## src/rtl/dbf_scan_ctrl_pkg.sv

```systemverilog
// Shared definitions for the DBF scanline sequencer.
// Default phase lengths, bus widths and FSM state encoding.
package dbf_scan_ctrl_pkg;

    localparam int DEF_ADDR_WD    = 9;
    localparam int DEF_LUT_DEPTH  = 512;
    localparam int DEF_TX_CYCLES  = 64;
    localparam int DEF_RX_SAMPLES = 2048;
    localparam int DEF_GAP_CYCLES = 16;
    localparam int DEF_NUM_LINES  = 128;
    localparam int DEF_LINE_WD    = 8;
    localparam int DEF_CNT_WD     = 16;

    typedef enum logic [2:0] {
        ST_IDLE = 3'd0,
        ST_LOAD = 3'd1,
        ST_TX   = 3'd2,
        ST_RX   = 3'd3,
        ST_GAP  = 3'd4,
        ST_DONE = 3'd5
    } state_t;

    // Down-counter reload value for a phase of len cycles.
    function automatic int phase_ld(input int len);
        return (len > 0) ? len - 1 : 0;
    endfunction

endpackage

```

## src/rtl/dbf_phase_cnt.sv

```systemverilog
// Loadable down-counter shared by all sequencer phases.
// Stops at zero; tc flags the last cycle of the programmed phase.
module dbf_phase_cnt #(
    parameter int CNT_WD = 16
) (
    input  logic              clk,
    input  logic              rst_n,
    input  logic              clr,
    input  logic              load,
    input  logic [CNT_WD-1:0] load_val,
    input  logic              dec,
    output logic              tc
);

    logic [CNT_WD-1:0] cnt_q;

    // Clear wins over load, load wins over decrement; no wrap below zero.
    always_ff @(posedge clk or negedge rst_n) begin
        if (!rst_n) begin
            cnt_q <= '0;
        end else if (clr) begin
            cnt_q <= '0;
        end else if (load) begin
            cnt_q <= load_val;
        end else if (dec && (cnt_q != '0)) begin
            cnt_q <= cnt_q - CNT_WD'(1);
        end
    end

    assign tc = (cnt_q == '0);

endmodule

```

## src/rtl/dbf_scan_ctrl.sv

```systemverilog
// Per-scanline sequencer for the receive DBF channel bank.
// Steps every line through LUT load, TX, RX and guard gap.
module dbf_scan_ctrl
    import dbf_scan_ctrl_pkg::*;
#(
    parameter int ADDR_WD    = DEF_ADDR_WD,
    parameter int LUT_DEPTH  = DEF_LUT_DEPTH,
    parameter int TX_CYCLES  = DEF_TX_CYCLES,
    parameter int RX_SAMPLES = DEF_RX_SAMPLES,
    parameter int GAP_CYCLES = DEF_GAP_CYCLES,
    parameter int NUM_LINES  = DEF_NUM_LINES,
    parameter int LINE_WD    = DEF_LINE_WD,
    parameter int CNT_WD     = DEF_CNT_WD
) (
    input  logic               clk,
    input  logic               rst_n,
    input  logic               scan_go,
    input  logic               abort,
    output logic [ADDR_WD-1:0] dbf_lut_addr,
    output logic               dbf_lut_we,
    output logic               tx_en,
    output logic               start,
    output logic [LINE_WD-1:0] line_idx,
    output logic               busy,
    output logic               frame_done
);

    localparam logic [CNT_WD-1:0] LD_LOAD = CNT_WD'(phase_ld(LUT_DEPTH));
    localparam logic [CNT_WD-1:0] LD_TX   = CNT_WD'(phase_ld(TX_CYCLES));
    localparam logic [CNT_WD-1:0] LD_RX   = CNT_WD'(phase_ld(RX_SAMPLES));
    localparam logic [CNT_WD-1:0] LD_GAP  = CNT_WD'(phase_ld(GAP_CYCLES));
    localparam logic [LINE_WD-1:0] LAST_LINE = LINE_WD'(NUM_LINES - 1);
    localparam bit HAS_GAP = (GAP_CYCLES > 0);

    state_t             state_q;
    state_t             state_d;
    logic [ADDR_WD-1:0] addr_d;
    logic [LINE_WD-1:0] line_d;
    logic               we_d;
    logic               tx_d;
    logic               st_d;
    logic               fd_d;
    logic               busy_d;
    logic               line_end;
    logic               cnt_clr;
    logic               cnt_load;
    logic               cnt_dec;
    logic [CNT_WD-1:0]  cnt_val;
    logic               cnt_tc;

    dbf_phase_cnt #(
        .CNT_WD (CNT_WD)
    ) u_phase_cnt (
        .clk      (clk),
        .rst_n    (rst_n),
        .clr      (cnt_clr),
        .load     (cnt_load),
        .load_val (cnt_val),
        .dec      (cnt_dec),
        .tc       (cnt_tc)
    );

    // Next state and next registered outputs; entering a phase
    // reloads the shared counter with that phase's length minus one.
    always_comb begin
        state_d  = state_q;
        addr_d   = '0;
        line_d   = line_idx;
        we_d     = 1'b0;
        tx_d     = 1'b0;
        st_d     = 1'b0;
        fd_d     = 1'b0;
        line_end = 1'b0;
        cnt_clr  = 1'b0;
        cnt_load = 1'b0;
        cnt_dec  = 1'b0;
        cnt_val  = '0;
        if (abort) begin
            state_d = ST_IDLE;
            line_d  = '0;
            cnt_clr = 1'b1;
        end else begin
            unique case (state_q)
                ST_IDLE: begin
                    line_d = '0;
                    if (scan_go) begin
                        state_d  = ST_LOAD;
                        we_d     = 1'b1;
                        cnt_load = 1'b1;
                        cnt_val  = LD_LOAD;
                    end
                end
                ST_LOAD: begin
                    if (cnt_tc) begin
                        state_d  = ST_TX;
                        tx_d     = 1'b1;
                        cnt_load = 1'b1;
                        cnt_val  = LD_TX;
                    end else begin
                        we_d    = 1'b1;
                        addr_d  = dbf_lut_addr + ADDR_WD'(1);
                        cnt_dec = 1'b1;
                    end
                end
                ST_TX: begin
                    if (cnt_tc) begin
                        state_d  = ST_RX;
                        st_d     = 1'b1;
                        cnt_load = 1'b1;
                        cnt_val  = LD_RX;
                    end else begin
                        tx_d    = 1'b1;
                        cnt_dec = 1'b1;
                    end
                end
                ST_RX: begin
                    if (cnt_tc) begin
                        if (HAS_GAP) begin
                            state_d  = ST_GAP;
                            cnt_load = 1'b1;
                            cnt_val  = LD_GAP;
                        end else begin
                            line_end = 1'b1;
                        end
                    end else begin
                        st_d    = 1'b1;
                        cnt_dec = 1'b1;
                    end
                end
                ST_GAP: begin
                    if (cnt_tc) begin
                        line_end = 1'b1;
                    end else begin
                        cnt_dec = 1'b1;
                    end
                end
                ST_DONE: begin
                    state_d = ST_IDLE;
                    line_d  = '0;
                end
                default: begin
                    state_d = ST_IDLE;
                    line_d  = '0;
                end
            endcase
            if (line_end) begin
                if (line_idx == LAST_LINE) begin
                    state_d = ST_DONE;
                    fd_d    = 1'b1;
                end else begin
                    state_d  = ST_LOAD;
                    line_d   = line_idx + LINE_WD'(1);
                    we_d     = 1'b1;
                    cnt_load = 1'b1;
                    cnt_val  = LD_LOAD;
                end
            end
        end
        busy_d = (state_d != ST_IDLE);
    end

    // State and output registers; reset clears everything at once.
    always_ff @(posedge clk or negedge rst_n) begin
        if (!rst_n) begin
            state_q      <= ST_IDLE;
            dbf_lut_addr <= '0;
            dbf_lut_we   <= 1'b0;
            tx_en        <= 1'b0;
            start        <= 1'b0;
            line_idx     <= '0;
            busy         <= 1'b0;
            frame_done   <= 1'b0;
        end else begin
            state_q      <= state_d;
            dbf_lut_addr <= addr_d;
            dbf_lut_we   <= we_d;
            tx_en        <= tx_d;
            start        <= st_d;
            line_idx     <= line_d;
            busy         <= busy_d;
            frame_done   <= fd_d;
        end
    end

endmodule
```

## config.mk

```make
export PLATFORM = sky130hd
export DESIGN_NAME = dbf_scan_ctrl
export DESIGN_NICKNAME = d
export VERILOG_FILES = /design/src/rtl/dbf_scan_ctrl_pkg.sv /design/src/rtl/dbf_phase_cnt.sv /design/src/rtl/dbf_scan_ctrl.sv
export SDC_FILE = /design/constraint.sdc
export NUM_CORES = 1
export LEC_CHECK = 0
export BUFFER_PORTS_ARGS = -buffer_cell sky130_fd_sc_hd__buf_4
export CAP_MARGIN = 20
export CORE_UTILIZATION = 34
export DETAILED_ROUTE_END_ITERATION = 8
export GPL_ROUTABILITY_DRIVEN = 0
export HOLD_SLACK_MARGIN = 0.12
export PLACE_DENSITY = 0.48
export SYNTH_ARGS = -nofsm -noshare
export SYNTH_HDL_FRONTEND = slang
export SYNTH_SLANG_ARGS = --single-unit
export TNS_END_PERCENT = 30
```

## constraint.sdc

```tcl
create_clock -name clk -period 5.8 [get_ports clk]
set_clock_uncertainty 0.15 [all_clocks]
set_input_delay 1.16 -clock clk [delete_from_list [all_inputs] [get_ports clk]]
set_output_delay 1.16 -clock clk [all_outputs]
set_load 0.1 [all_outputs]
```

==> results of run 1 <==
## cell type report
class	instances	area [um2]
clock inverter	3	65.1
tap	96	120
clock buffer	5	68.8
sequential	41	1030
fill	727	4070
inverter	5	18.8
timing repair buffer	26	195
multi-input combinational	211	1340
## how the worst max path moves through the flow
stage / start / endpoint / slack [ns] / cells past startpoint
finish: u_phase_cnt.cnt_q[9] / u_phase_cnt.cnt_q[0] / 2.98 / 5
global route: u_phase_cnt.cnt_q[9] / u_phase_cnt.cnt_q[0] / 2.64 / 5
CTS: u_phase_cnt.cnt_q[9] / u_phase_cnt.cnt_q[0] / 3.00 / 5
detailed placement: u_phase_cnt.cnt_q[9] / u_phase_cnt.cnt_q[6] / 3.02 / 5
global placement: u_phase_cnt.cnt_q[9] / u_phase_cnt.cnt_q[3] / 3.12 / 5
floorplan: line_idx[0] / u_phase_cnt.cnt_q[5] / 3.19 / 7
## worst max-delay path: cells and delay by family, from the launching register on
kind               cells  cell delay (ns)
AOI/OAI and AO/OA      2             0.98
DFF                    1             0.44
and+or+nand+nor        3             1.17
## flip-flops by register name, summed over array words and instances (netlist names)
signal / cells
u_phase_cnt.cnt_q: 16
busy: 1
tx_en: 1
dbf_lut_addr: 9
state_q: 3
frame_done: 1
line_idx: 8
dbf_lut_we: 1
start: 1
## per-stage QoR
step,instances,worst slack [ns]
final,387,2.98
after global placement,379,3.12
after CTS,387,3.00
after floorplan,270,3.19
after detailed placement,379,3.02
after global routing,387,2.64
## power breakdown
part / switching, mW / internal (mW) / total [mW]
Combinational: 0.112 / 0.0537 / 0.166
Sequential: 0.0205 / 0.300 / 0.321
Clock: 0.104 / 0.171 / 0.275
Total: 0.236 / 0.525 / 0.761
## layer usage
layer | vias to the layer above | routed length [um] | part of all wire (%) | track usage [%]
met5 | - | 0 | 0 | 0
met4 | 0 | 89 | 1.5 | 4.85
met3 | 8 | 191 | 3.1 | 3.70
met2 | 39 | 2780 | 46 | 27.3
met1 | 968 | 3040 | 50 | 24.3
li1 | 1038 | - | - | -
## cell families (layout without fill, tap and decap cells)
group | Yosys count | after routing | synth area share (%)
simple gates | 128 | 128 | 29.0
compound gates | 59 | 59 | 16.3
flops | 41 | 41 | 41.7
xor+xnor | 19 | 19 | 6.76
buf+inv | 18 | 39 | 3.91
fa+ha+maj | 3 | 3 | 1.53
mux | 2 | 2 | 0.813
## layout by cell type, fill, tap and decap left out, drive strengths merged, types with 3 or more instances in the layout
cell / synthesis / final
dfrtp: 41 / 41
nor2: 32 / 32
buf: 8 / 26
nor3: 19 / 19
nand2: 17 / 17
nand3: 16 / 16
a21oi: 14 / 14
xor2: 11 / 11
o21ai: 11 / 11
xnor2: 8 / 8
nand4: 7 / 7
a31oi: 6 / 6
nor4: 6 / 6
inv: 5 / 5
clkbuf: 5 / 5
and3: 5 / 5
nor2b: 4 / 4
o31a: 4 / 4
or3: 4 / 4
and4: 4 / 4
nand2b: 3 / 3
o21a: 3 / 3
ha: 3 / 3
a211oi: 3 / 3
o211ai: 3 / 3
==> metrics.cfg, run 1 <==
[detailed_routing]
via_count = 2053
drtIter0Drc = 116
ant_nets = 0
drc_errors = 0
wl_per_cell_um = 15.8
drt-total-wl_um = 6100
drt-pass1-iter-count = 5
vias_per_cell = 5.30

[clock_tree]
post_cts_resized = 0
cts_buffers = 5
ctsHoldBuffers = 0
cts_root_buf = clkbuf_8
clkLatencyLatePin_ns = 0.30
cts.reportedPaths.clkPinSlew_ns = 0.09
cts_setup_buffers = 0
clockBufferDepth = 2
cts_tree = done
cts-htree-levels = 2
clkSinkCount = 41

[floorplan]
initial_core_util_pct = 35.6
die_w_um = 87.1
dieArea_um2 = 7580
std_cell_rows = 30
core-area_um2 = 6910
num_io_pins = 26
die_h_um = 87.1

[global_route]
antenna_found_initial = 0
grt_use_total_pct = 17.4
grt_pass1_vias = 1887
grt_first_pass_wirelength_um = 10100
grt-ovfl-total = 0
grt_start_max_net_pins = 42

[placed_design]
placedInstanceArea_um2 = 2700
place.port_buffers = 25
hpwl_um = 4210

[logic_synthesis]
synth-edff-count = 0
yosysWarnings = 0
synth_ff_type = dfrtp_1
synthTopCellsByCount = 41 x dfrtp_1, 31 x nor2_1, 17 x nand2_1, 17 x nor3_1, 16 x nand3_1
synth_cell_types = 57
post-synth-top-count-cell = dfrtp_1
synth_top_cell_area_share_pct = 41.7
synth_seq_area_share_pct = 41.7
ys_top_cells_by_area = dfrtp_1 42%, nor2_1 4.7%, xor2_1 3.9%
synth_fp_nets = 277
avgSynthCellArea_um2 = 9.12
syn-cell-area_um2 = 2460
async_reset_ff_share_pct = 100
postSynthCellCount = 270
synth_top_area_cell = dfrtp_1
synth_seq_cells = 41

[worst_hold_path]
hold_path.class = flip-flop to flip-flop
min_to = dbf_lut_addr[0]
holdPathStages = 1
min_from = dbf_lut_addr[0]

[critical_path]
critPathSlowestCell = o21ai_1
reg2reg_from = u_phase_cnt.cnt_q[9]
r2r_slack_ns = 2.98
cp_max_fo = 13
cp-start-kind = flip-flop
path_cells = nor4_4 -> nand4_1 -> o21ai_1 -> nor2_1 -> a21oi_1
r2r-end = u_phase_cnt.cnt_q[0]
cp.required_ns = 5.87
worstRegToRegCells = 5
critical_path_class = flip-flop to flip-flop
crit_arrival_ns = 2.90
cp_slowest_stage_delay_ns = 0.78
end_kind = flip-flop

[sta]
final.period_utilization_pct = 48.7
maxSlewViolCount = 0
post-route-min-period_ns = 2.82
rsz0062_at_grt = false
fmax_ghz = 0.354
tightestPinTransition_ns = 1.05
hold_viol = 0
setup_viol = 0
setup_tns_ns = 0
max-slew-margin-rel_pct = 29.3
worst_hold_slack_ns = 0.408

[finish]
syn_to_final_growth_pct = 15.1
final_cell_area_um2 = 2830
layout-drive-gt1-share_pct = 16.2
layout.nets = 297
antennaDiodeCount = 0
final_util_pct = 41.0

[power]
leakagePower_nw = 1.20
power_density_nw_per_um2 = 269
power_uw = 761
peakVddDrop_mv = 0.106

[status]
outcome = finished, final reports clean

[run]
drv_cap = 0

Power figures use the tool's default switching activity.
==> inputs of run 2 (changes only) <==
- PLACE_DENSITY: 0.48 -> 0.5
- clock period: 5.8 -> 2.39 ns (I/O delays scaled with it)
==> run 2 against run 1 <==
Net effect:
- fmax is 24% higher
- sequential share of layout area shrank 0.66 points
- largest power group unchanged
- critical endpoint is now line_idx[0]
- highest routed layer unchanged
- sequential power rose by 140%
==> metrics.cfg, run 2 (synthesis results as in run 1) <==
[sta]
maxSlewViolCount = 0  ; unchanged
tightestPinTransition_ns = 0.542  ; was 1.05 ns
fmax_ghz = 0.438  ; was 0.354 GHz
setup_viol = 0  ; unchanged
rsz0062_at_grt = false  ; unchanged
hold_viol = 0  ; unchanged
setup_tns_ns = 0  ; unchanged
max-slew-margin-rel_pct = 63.9  ; was 29.3%
final.period_utilization_pct = 95.6  ; was 48.7%
post-route-min-period_ns = 2.28  ; was 2.82 ns

[detailed_routing]
drt-total-wl_um = 6180  ; was 6100 um
drtIter0Drc = 208  ; was 116
ant_nets = 0  ; unchanged
vias_per_cell = 5.45  ; was 5.30
via_count = 2174  ; was 2,053
drc_errors = 0  ; unchanged
drt-pass1-iter-count = 4  ; was 5
wl_per_cell_um = 15.5  ; was 15.8 um

[clock_tree]
cts.reportedPaths.clkPinSlew_ns = 0.08  ; was 0.09 ns
clockBufferDepth = 2  ; unchanged
cts_buffers = 5  ; unchanged
clkSinkCount = 41  ; unchanged
cts_root_buf = clkbuf_8  ; unchanged
cts-htree-levels = 2  ; unchanged
cts_tree = done  ; unchanged
clkLatencyLatePin_ns = 0.29  ; was 0.30 ns

[power]
peakVddDrop_mv = 0.273  ; was 0.106 mV
intPower_mw = 1.14  ; was 525 uW
clkPwrFrac_pct = 29.5  ; was 36.1%
switching_share_pct = 33.3  ; was 31.0%
leakagePower_nw = 1.23  ; was 1.20 nW
sequentialPowerShare_pct = 45.2  ; was 42.1%
switchingPower_uw = 569  ; was 236 uW
pwr-share-comb_pct = 25.3  ; was 21.8%
power_density_nw_per_um2 = 590  ; was 269 nW/um2
power_mw = 1.71  ; was 761 uW

[placed_design]
hpwl_um = 4350  ; was 4210 um
place.port_buffers = 25  ; unchanged
dp.cells = 388  ; was 379

[finish]
syn_to_final_growth_pct = 17.8  ; was 15.1%
largest_register_ffs = 16  ; unchanged
layout-drive-gt1-share_pct = 20.8  ; was 16.2%
reg.largest.list = u_phase_cnt.cnt_q x16, dbf_lut_addr x9, line_idx x8  ; unchanged
layout_common_cells = 37 x dfrtp_1, 37 x buf_4, 31 x nor2_1  ; was 41 x dfrtp_1, 31 x nor2_1, 26 x buf_4
stdcell_count = 399  ; was 387
antennaDiodeCount = 0  ; unchanged
largest-register = u_phase_cnt.cnt_q  ; unchanged
layout.nets = 309  ; was 297
seq_area_um2 = 1030  ; about the same
multi_input_area_um2 = 1340  ; about the same
fillers = 727  ; unchanged

[global_route]
grt_pass1_vias = 2060  ; was 1,887
grt_use_total_pct = 17.8  ; was 17.4%
grt-ovfl-total = 0  ; unchanged
antenna_found_initial = 0  ; unchanged
grt_first_pass_wirelength_um = 10400  ; was 10,100 um
grt_start_max_net_pins = 42  ; unchanged

[critical_path]
critical_path_class = flip-flop to flip-flop  ; unchanged
cp-start-kind = flip-flop  ; unchanged
cp_max_fo = 13  ; unchanged
end_kind = flip-flop  ; unchanged
worstRegToRegCells = 8  ; was 5
cp.required_ns = 2.43  ; was 5.87 ns
crit_arrival_ns = 2.32  ; was 2.90 ns

[floorplan]
dieArea_um2 = 7580  ; unchanged
std_cell_rows = 30  ; unchanged
die_h_um = 87.1  ; unchanged
die_w_um = 87.1  ; unchanged
num_io_pins = 26  ; unchanged
initial_core_util_pct = 35.6  ; unchanged
core-area_um2 = 6910  ; unchanged

[worst_hold_path]
hold_path.class = flip-flop to flip-flop  ; unchanged
holdPathStages = 2  ; was 1

[run]
drv_cap = 0  ; unchanged

[status]
outcome = finished, final reports clean  ; unchanged

## run 2: cell count changes in the layout (fill, tap and decap cells not counted)
cell,before,now
bufinv_16,2,0
dfrtp_2,0,4
a41o_1,1,0
clkbuf_8,5,7
buf_4,26,37
dlygate4sd3_1,0,1
a41o_2,0,1
dfrtp_1,41,37
## run 2: power groups by stage
stage,clock (mW),sequential [mW],combinational [mW]
4_1_cts,0.525,0.773,0.428
2_1_floorplan,0,0.817,0.275
3_3_place_gp,0,0.787,0.427
3_5_place_dp,0,0.787,0.424
5_1_grt,0.557,0.780,0.480
6_report,0.505,0.773,0.432
## run 2: repair_timing
item,4_1_cts,5_1_grt
endpoints found under the setup margin,0,2
endpoints found under the hold margin,41,0
resized for setup,0,1
hold buffers,1,0
setup buffers,0,2
## run 2: stage by stage
stage	utilization (%)	setup WS, ns	area [um2]	hold WS, ns
2_1_floorplan	-	0.0311	2470	0.0324
3_3_place_gp	40.1	0.162	2770	0.367
3_5_place_dp	40.1	0.142	2770	0.360
4_1_cts	41.7	0.128	2880	0.402
5_1_grt	42.0	0.0130	2900	0.439
6_report	42.0	0.106	2900	0.390
## run 2: path summary, 6_finish.rpt
check | to | slack (ns) | from
worst max register to register | line_idx[0] | 0.11 | u_phase_cnt.cnt_q[0]
worst min-delay path | dbf_lut_addr[8] | 0.39 | dbf_lut_addr[8]
max in group asynchronous | line_idx[3] | 1.12 | rst_n
min in group asynchronous | u_phase_cnt.cnt_q[13] | 0.55 | rst_n
worst min register to register | dbf_lut_addr[8] | 0.39 | dbf_lut_addr[8]
worst max-delay path | line_idx[0] | 0.11 | u_phase_cnt.cnt_q[0]
## run 2: critical path, stage by stage, from the launching register on
cell	delay (ns)
dfrtp_1	0.42
inv_1	0.07
ha_1	0.20
nor2b_1	0.28
nand4_1	0.13
buf_4	0.22
or2_1	0.33
and3_4	0.21
o21a_1	0.17
## run 2: area by class of cell
class                      instances  area share (%)
multi-input combinational        211            46.2
sequential                        41            35.6
timing repair buffer              38            9.93
tap                               96            4.14
clock buffer                       7            3.32
inverter                           5           0.647
clock inverter                     1           0.173
## run 2: metal layers
layer	wire [um]	GRT usage, %
met1	2880	24.3
met3	222	2.84
met4	48	4.70
met5	0	0
met2	3030	29.3
==> inputs of run 3 (changes only) <==
- BUFFER_PORTS_ARGS: -buffer_cell sky130_fd_sc_hd__buf_4 -> -buffer_cell sky130_fd_sc_hd__buf_2
- CAP_MARGIN: 20 -> 10
- CORE_MARGIN: default -> 1
==> run 3 against run 2 <==
Net effect:
- sequential share of layout area rose by 0.62 points
- global-route usage increased by 0.29 points
- routed wire length rose by 3.0%
- critical path depth shrank 1
- non-clock buffer count rose by 3
- clock-buffer cell count shrank 2
- combinational power is 0.9% higher
- fmax grew 2.5%
- sequential power about the same
- clock power down 12%
- critical endpoint is now u_phase_cnt.cnt_q[10]
- largest cell class unchanged
==> metrics.cfg, run 3 (synthesis results as in run 1) <==
[power]
clkPwrFrac_pct = 26.9  ; was 29.5%
leakagePower_nw = 1.24  ; was 1.23 nW
peakVddDrop_mv = 0.162  ; was 0.273 mV
power_density_nw_per_um2 = 582  ; was 590 nW/um2
sequentialPowerShare_pct = 46.8  ; was 45.2%
intPower_mw = 1.08  ; was 1.14 mW
pwr-share-comb_pct = 26.3  ; was 25.3%
switchingPower_uw = 574  ; was 569 uW
switching_share_pct = 34.6  ; was 33.3%
power_mw = 1.66  ; was 1.71 mW

[global_route]
grt_first_pass_wirelength_um = 10600  ; was 10,400 um
grt_start_max_net_pins = 42  ; unchanged
grt_pass1_vias = 2128  ; was 2,060
grt-ovfl-total = 0  ; unchanged
grt_use_total_pct = 18.1  ; was 17.8%
antenna_found_initial = 0  ; unchanged

[critical_path]
reg2reg_from = u_phase_cnt.cnt_q[0]  ; unchanged
critical_path_class = flip-flop to flip-flop  ; unchanged
r2r-end = u_phase_cnt.cnt_q[10]  ; was line_idx[0]
crit_arrival_ns = 2.28  ; was 2.32 ns
worstRegToRegCells = 7  ; was 8
cp_max_fo = 10  ; was 13
r2r_slack_ns = 0.16  ; was 0.11 ns
cp.required_ns = 2.44  ; was 2.43 ns
end_kind = flip-flop  ; unchanged
cp-start-kind = flip-flop  ; unchanged

[floorplan]
die_h_um = 87.1  ; unchanged
std_cell_rows = 30  ; unchanged
die_w_um = 87.1  ; unchanged
dieArea_um2 = 7580  ; unchanged
num_io_pins = 26  ; unchanged
initial_core_util_pct = 35.6  ; unchanged
core-area_um2 = 6910  ; unchanged

[finish]
seq_area_um2 = 1030  ; unchanged
final_util_pct = 41.3  ; was 42.0%
antennaDiodeCount = 0  ; unchanged
multi_input_area_um2 = 1350  ; was 1340 um2
fillers = 729  ; was 727
layout_commonest_cell = dfrtp_1
largest-register = u_phase_cnt.cnt_q  ; unchanged
layout-drive-gt1-share_pct = 21.6  ; was 20.8%
layout.nets = 312  ; was 309
largest_register_ffs = 16  ; unchanged
syn_to_final_growth_pct = 15.8  ; was 17.8%
final_cell_area_um2 = 2850  ; was 2900 um2
reg.largest.list = u_phase_cnt.cnt_q x16, dbf_lut_addr x9, line_idx x8  ; unchanged
layout_common_cells = 37 x dfrtp_1, 31 x nor2_1, 25 x buf_2  ; was 37 x dfrtp_1, 37 x buf_4, 31 x nor2_1

[detailed_routing]
ant_nets = 0  ; unchanged
wl_per_cell_um = 15.8  ; was 15.5 um
via_count = 2176  ; was 2,174
drtIter0Drc = 169  ; was 208
drt-pass1-iter-count = 4  ; unchanged
vias_per_cell = 5.41  ; was 5.45
drt-total-wl_um = 6360  ; was 6180 um
drc_errors = 0  ; unchanged

[clock_tree]
cts-htree-levels = 2  ; unchanged
clkSinkCount = 41  ; unchanged
cts_buffers = 5  ; unchanged
cts_tree = done  ; unchanged
clkLatencyLatePin_ns = 0.29  ; about the same
cts.reportedPaths.clkPinSlew_ns = 0.09  ; was 0.08 ns
cts_root_buf = clkbuf_8  ; unchanged
clockBufferDepth = 2  ; unchanged

[run]
drv_cap = 0  ; unchanged

[sta]
final.period_utilization_pct = 93.2  ; was 95.6%
fmax_ghz = 0.449  ; was 0.438 GHz
worst_hold_slack_ns = 0.343  ; was 0.390 ns
post-route-min-period_ns = 2.23  ; was 2.28 ns
tightestPinTransition_ns = 0.578  ; was 0.542 ns
setup_tns_ns = 0  ; unchanged
maxSlewViolCount = 0  ; unchanged
hold_viol = 0  ; unchanged
rsz0062_at_grt = false  ; unchanged
setup_viol = 0  ; unchanged
max-slew-margin-rel_pct = 61.2  ; was 63.9%

[placed_design]
hpwl_um = 4680  ; was 4350 um
place.port_buffers = 25  ; unchanged
placedInstanceArea_um2 = 2740  ; was 2770 um2

[status]
outcome = finished, final reports clean  ; unchanged

[worst_hold_path]
hold_path.class = primary input to flip-flop  ; was flip-flop to flip-flop
min_from = abort  ; was dbf_lut_addr[8]
min_to = line_idx[6]  ; was dbf_lut_addr[8]
holdPathStages = 2  ; unchanged

[run 3: final cells by class]
cell class | instances | area share [%]
multi-input combinational | 211 | 47.2
sequential | 41 | 36.2
timing repair buffer | 41 | 8.70
tap | 96 | 4.22
clock buffer | 5 | 2.42
inverter | 5 | 0.659
clock inverter | 3 | 0.615
[run 3: routing by layer]
| metal | GRT usage (%) | vias up | wire, um |
|---|---|---|---|
| met1 | 23.7 | 1063 | 3060 |
| li1 | - | 1069 | - |
| met4 | 4.85 | 0 | 31 |
| met5 | 0 | - | 0 |
| met2 | 30.7 | 42 | 3070 |
| met3 | 3.03 | 2 | 200 |
[run 3: what timing repair did]
item / 4_1_cts / 5_1_grt
hold buffers: 1 / 0
endpoints found under the hold margin: 2 / 0
resized for setup: 0 / 1
buffers inserted: 0 / 1
setup endpoints to repair: 0 / 3
[run 3: how the worst max path moves through the flow]
stage                    startpoint  slack, ns                     to  cells past startpoint
3_3_place_gp   u_phase_cnt.cnt_q[0]       0.11   u_phase_cnt.cnt_q[7]                      7
4_1_cts        u_phase_cnt.cnt_q[0]       0.09   u_phase_cnt.cnt_q[7]                      7
2_1_floorplan           line_idx[4]       0.03   u_phase_cnt.cnt_q[5]                      6
6_report       u_phase_cnt.cnt_q[0]       0.16  u_phase_cnt.cnt_q[10]                      7
5_1_grt        u_phase_cnt.cnt_q[0]       0.06  u_phase_cnt.cnt_q[10]                      7
3_5_place_dp   u_phase_cnt.cnt_q[0]       0.10   u_phase_cnt.cnt_q[7]                      7
[run 3: per-stage QoR]
step	cells	setup WS, ns
after global routing	402	0.0642
after CTS	401	0.0859
after detailed placement	392	0.103
final	402	0.161
after global placement	392	0.113
after floorplan	270	0.0311
[run 3: power groups by stage]
stage                     logic, mW  clock network (mW)  registers [mW]
after floorplan               0.275                   0           0.817
after global placement        0.431                   0           0.785
after detailed placement      0.430                   0           0.785
after CTS                     0.432               0.469           0.773
after global routing          0.481               0.499           0.781
final                         0.436               0.446           0.775
[run 3: worst max-delay path, cell delays in order (launching register included)]
cell,delay (ns)
dfrtp_1,0.40
inv_1,0.06
ha_1,0.23
nor2b_1,0.16
and4_1,0.22
a41o_1,0.38
o31a_1,0.34
a211oi_2,0.19
